## config.mk

```make
export PLATFORM = sky130hd
export DESIGN_NAME = inst_mem_loader
export DESIGN_NICKNAME = d
export VERILOG_FILES = /design/src/rtl/inst_mem_loader.sv
export SDC_FILE = /design/constraint.sdc
export NUM_CORES = 1
export LEC_CHECK = 0
export ABC_AREA = 1
export BUFFER_PORTS_ARGS = -buffer_cell sky130_fd_sc_hd__buf_2
export CORE_ASPECT_RATIO = 1.2
export CORE_MARGIN = 2
export CORE_UTILIZATION = 40
export CTS_CLUSTER_SIZE = 12
export DETAILED_ROUTE_END_ITERATION = 16
export PLACE_DENSITY = 0.58
export SLEW_MARGIN = 20
export SYNTH_ARGS = -nofsm -noshare
export SYNTH_HDL_FRONTEND = slang
export SYNTH_SLANG_ARGS = --single-unit
```

## constraint.sdc

```tcl
create_clock -name clock -period 2.25 [get_ports clock]
set_input_delay 0.45 -clock clock [delete_from_list [all_inputs] [get_ports clock]]
set_output_delay 0.45 -clock clock [all_outputs]
set_load 0.03 [all_outputs]
```

## src/rtl/inst_mem_loader.sv

```systemverilog
// Instruction-memory loader: receives a byte-stream program frame, writes it word by word
// into the instruction store, and holds the core stalled until the XOR checksum verifies.
module inst_mem_loader #(
  parameter int unsigned ADDR_W = 8
) (
  input  logic              clock,
  input  logic              reset_n,
  input  logic              start,
  input  logic [7:0]        rx_data,
  input  logic              rx_valid,
  output logic              rx_ready,
  output logic              mem_we,
  output logic [ADDR_W-1:0] mem_addr,
  output logic [31:0]       mem_wdata,
  output logic              cpu_hold,
  output logic              busy,
  output logic              done,
  output logic              error
);

  typedef enum logic [2:0] {
    S_IDLE,
    S_HDR,
    S_DATA,
    S_CSUM,
    S_DONE,
    S_ERR
  } state_t;

  state_t      state_q, state_d;
  logic [1:0]  byte_idx;
  logic [7:0]  remaining;
  logic [31:0] word_q;
  logic [7:0]  csum_q;
  logic        accept;
  logic        restart;
  logic        word_end;

  assign accept = rx_valid && rx_ready;

  always_comb begin
    state_d  = state_q;
    restart  = 1'b0;
    word_end = 1'b0;
    unique case (state_q)
      S_IDLE, S_DONE, S_ERR: begin
        if (start) begin
          state_d = S_HDR;
          restart = 1'b1;
        end
      end
      S_HDR: begin
        if (accept) state_d = S_DATA;
      end
      S_DATA: begin
        if (accept && byte_idx == 2'd3) begin
          word_end = 1'b1;
          if (remaining == 8'd0) state_d = S_CSUM;
        end
      end
      S_CSUM: begin
        if (accept) state_d = (rx_data == csum_q) ? S_DONE : S_ERR;
      end
      default: state_d = S_IDLE;
    endcase
  end

  always_ff @(posedge clock or negedge reset_n) begin
    if (!reset_n) state_q <= S_IDLE;
    else          state_q <= state_d;
  end

  // Status outputs are decoded from the next state so they change in step with it.
  always_ff @(posedge clock or negedge reset_n) begin
    if (!reset_n) begin
      rx_ready <= 1'b0;
      busy     <= 1'b0;
      cpu_hold <= 1'b0;
      done     <= 1'b0;
      error    <= 1'b0;
      mem_we   <= 1'b0;
    end else begin
      rx_ready <= (state_d == S_HDR) || (state_d == S_DATA) || (state_d == S_CSUM);
      busy     <= (state_d == S_HDR) || (state_d == S_DATA) || (state_d == S_CSUM);
      cpu_hold <= (state_d == S_HDR) || (state_d == S_DATA) || (state_d == S_CSUM)
                  || (state_d == S_ERR);
      done     <= (state_d == S_DONE);
      error    <= (state_d == S_ERR);
      mem_we   <= word_end;
    end
  end

  // mem_wdata is a separate copy so the next word can start assembling during the write.
  always_ff @(posedge clock or negedge reset_n) begin
    if (!reset_n) begin
      byte_idx  <= '0;
      remaining <= '0;
      word_q    <= '0;
      csum_q    <= '0;
      mem_addr  <= '0;
      mem_wdata <= '0;
    end else if (restart) begin
      byte_idx <= '0;
      word_q   <= '0;
      csum_q   <= '0;
      mem_addr <= '0;
    end else begin
      if (mem_we) mem_addr <= mem_addr + ADDR_W'(1);
      if (state_q == S_HDR && accept) remaining <= rx_data;
      if (state_q == S_DATA && accept) begin
        word_q[{byte_idx, 3'b000} +: 8] <= rx_data;
        csum_q   <= csum_q ^ rx_data;
        byte_idx <= byte_idx + 2'd1;
        if (word_end) begin
          mem_wdata <= {rx_data, word_q[23:0]};
          if (remaining != 8'd0) remaining <= remaining - 8'd1;
        end
      end
    end
  end

endmodule
```

==> implementation parameters <==
Parameter                              Value

Synth
  Netlist cell types    30
  Sequential area share after synthesis    55.1%
  Mean instance size in the synthesized netlist    9.22 um^2
  Total number of yosys warnings    0
  Area contributors post-synth    sky130_fd_sc_hd__dfrtp_1, sky130_fd_sc_hd__nand2_1, sky130_fd_sc_hd__inv_1, sky130_fd_sc_hd__o21ai_2, sky130_fd_sc_hd__o22ai_1
  Cell Area, Synth    4090 um^2
  Number of cells produced by synthesis    443
  Most frequent cells after synthesis    sky130_fd_sc_hd__nand2_1, sky130_fd_sc_hd__dfrtp_1, sky130_fd_sc_hd__inv_1
  Net count of the mapped netlist    461
  Number of synthesized flops with an enable pin    0
  Share of synthesized flip-flops with an asynchronous set or reset    100%
  Synthesized flop and latch total    90
  Most common cell in the synthesized netlist    sky130_fd_sc_hd__nand2_1
  Most instantiated flip-flop cell in the synthesis netlist    sky130_fd_sc_hd__dfrtp_1
  Post-synth top area share    55.1%
  Post-synth top area cell    sky130_fd_sc_hd__dfrtp_1

Critical path
  Capturing element type of the critical path    flop
  Critical Path AT    1970 ps
  Register-to-register setup slack    490 ps
  Startpoint class of the critical path    flop
  Depth of the worst register-to-register path    7
  Type of the worst setup path    flop to flop
  Cell with the biggest individual delay on the critical path    sky130_fd_sc_hd__nand2_1
  Crit path top cell by count    sky130_fd_sc_hd__inv_1
  Terminus of the critical flop-to-flop path    word_q[4]$_DFFE_PN0P_
  Critical path, cell by cell    inv_1 > a21oi_1 > nand2_1 > nand4_1 > inv_1 > nand3_1 > o21ai_0
  Crit. Startpoint    state_q[2]$_DFF_PN0_
  Startpoint of the worst-slack reg-to-reg timing path    state_q[2]$_DFF_PN0_
  Crit-path max cell delay    400 ps
  Required time of the worst setup path    2450 ps
  Largest fanout of any net on the critical path    16

Global route
  Vias in the first global route    2,948
  Antenna violations before repair    0
  Aggregate global routing overflow    0
  First-pass GRT wire length    14,100 um
  Overall Global Routing Usage    16.7%
  Pin count of the biggest net entering global routing    64

Die
  Row count    40
  Full die area    11,000 um^2
  Count of pins on the block boundary    58
  Effective utilization at floorplan    41.0%
  Width of the die    96.3 um
  Chip Height    115 um
  Placeable core region    9960 um^2

Route
  Post-detailed-route wirelength per cell    13.1 um
  DRC viols    0
  Vias after detailed routing    3,027
  WL final    8290 um
  Antenna violation net count after detailed routing    0
  DRT iter0 DRCs    92
  Number of detailed-route iterations in the first pass    4
  Via density per instance    4.79

STA
  Slew headroom    60.3%
  Clock Skews    7.18 ps
  Final hold violation count    0
  Unrepaired setup endpoints after global routing    false
  Period minus WS final    1760 ps
  Slew at the pin with the worst max-slew slack    594 ps
  Final-report setup violation count    0
  Final Max Slew Viols    0
  Final period utilization    78.4%
  Achievable clock frequency    0.567 GHz
  Least setup slack across all paths after layout    487 ps
  Setup TNS    0 ps

Placed design
  Final weighted congestion in routability-driven placement    0.765
  HPWL after DPL    5920 um
  Post-Place Setup Slack    515 ps
  Input/output buffers    57

Power and ir drop
  Leakage Power    2.46 nW
  Worst-case vdd ir drop    501 uV
  Power density over cell area    1060 nW/um^2

Min path
  Path category of the worst min-delay check    input port to asynchronous set/reset pin

Clock tree
  Number of gates resized after CTS    0
  Number of buffers on the longest clock path    2
  Total clock buffers created by CTS    9
  Number of hold buffers added after cts    0
  H-tree levels    3
  Clock Sinks    90
  Insertion delay of the later-clocked pin in the worst-skew pair    340 ps
  Clock tree from TritonCTS    done
  Root cell of the clock tree    sky130_fd_sc_hd__clkbuf_16
  Setup bufs post-CTS    0
  Clock slew at the register clock pins of the worst setup and hold paths    60 ps

Run status
  Status    completed

Final layout
  Fraction of layout cells with a size suffix above 1    21.7%
  Signed area change from the synthesized netlist to the final layout    16.0%
  Layout Nets    520
  Number of diodes added for antenna fixing    0

Run
  Max-Cap Viols    0
worst max path at each step:
stage | end | slack, ps | depth (start not counted)
after floorplan | mem_wdata[23]$_DFFE_PN0P_ | 660 | 9
after global placement | remaining[5]$_DFFE_PN0N_ | 560 | 7
after detailed placement | csum_q[6]$_DFFE_PN0P_ | 520 | 5
after CTS | word_q[16]$_DFFE_PN0P_ | 500 | 5
after global routing | byte_idx[1]$_DFFE_PN0P_ | 330 | 5
final | word_q[4]$_DFFE_PN0P_ | 490 | 7
registers in the layout (all words and copies together), names as in the netlist:
| register | flops |
|---|---|
| byte_idx | 2 |
| mem_we | 1 |
| cpu_hold | 1 |
| csum_q | 8 |
| busy | 1 |
| mem_wdata | 32 |
| state_q | 3 |
| remaining | 8 |
| done | 1 |
| word_q | 24 |
| mem_addr | 8 |
| error | 1 |
worst max-delay path: cells and delay by family, from the launching register on:
| kind | cells | cell delay [ps] |
|---|---|---|
| AOI/OAI and AO/OA | 2 | 280 |
| buffers and inverters | 2 | 240 |
| DFF | 1 | 390 |
| and+or+nand+nor | 3 | 720 |
per-layer routing:
layer | part of all wire [%] | wire (um) | global-route usage [%] | up-vias
met4 | 2.0 | 166 | 7.81 | 0
li1 | - | - | - | 1540
met2 | 46 | 3850 | 26.2 | 63
met3 | 3.8 | 317 | 2.63 | 11
met5 | 0 | 0 | 0 | -
met1 | 48 | 3960 | 22.7 | 1413
power by group:
| group | leakage [nW] | switching (W) | internal (W) |
|---|---|---|---|
| Combinational | 1.10 | 0.00111 | 0.000472 |
| Clock | 0.138 | 0.000587 | 0.000797 |
| Sequential | 1.22 | 0.000163 | 0.00188 |
| Total | 2.46 | 0.00186 | 0.00315 |
cells by family (layout without fill, tap and decap cells):
kind of cell	count (synthesis)	in the layout	share of synthesized area (%)
AO/OA/AOI/OAI	92	92	14.6
XOR/XNOR	6	6	1.29
adder cells (fa/ha/maj)	6	6	1.84
buffers and inverters	78	141	8.82
flip-flops	90	90	55.1
AND/OR/NAND/NOR	171	171	18.3
cells in the final DEF (no fill, tap or decap), drive strengths merged, types with 3 or more instances in the layout:
cell / Yosys / layout
a31oi: 3 / 3
clkbuf: 0 / 12
o21ai: 53 / 53
inv: 66 / 66
dfrtp: 90 / 90
nor3: 3 / 3
nand3: 16 / 16
o22ai: 24 / 24
nand2: 116 / 116
ha: 6 / 6
xor2: 5 / 5
buf: 12 / 60
a21oi: 10 / 10
clkinv: 0 / 3
nor2: 31 / 31
stage by stage:
stage	power, W	hold WS (ps)	util, %	instances	instance area [um^2]
floorplan	0.00330	154	-	443	4090
global placement	0.00361	416	44.8	617	4470
detailed placement	0.00366	416	44.8	617	4470
CTS	0.00507	52.6	47.6	632	4740
global route	0.00537	74.3	47.6	632	4740
finish	0.00501	39.8	47.6	632	4740
area by class of cell:
cell class	instances	area [um^2]
clock buffer	12	256
clock inverter	3	15.0
timing repair buffer	60	335
fill	1003	5220
multi-input combinational	275	1470
inverter	66	248
tap	126	158
sequential	90	2250
No activity file was read; power rests on OpenSTA's default activity.
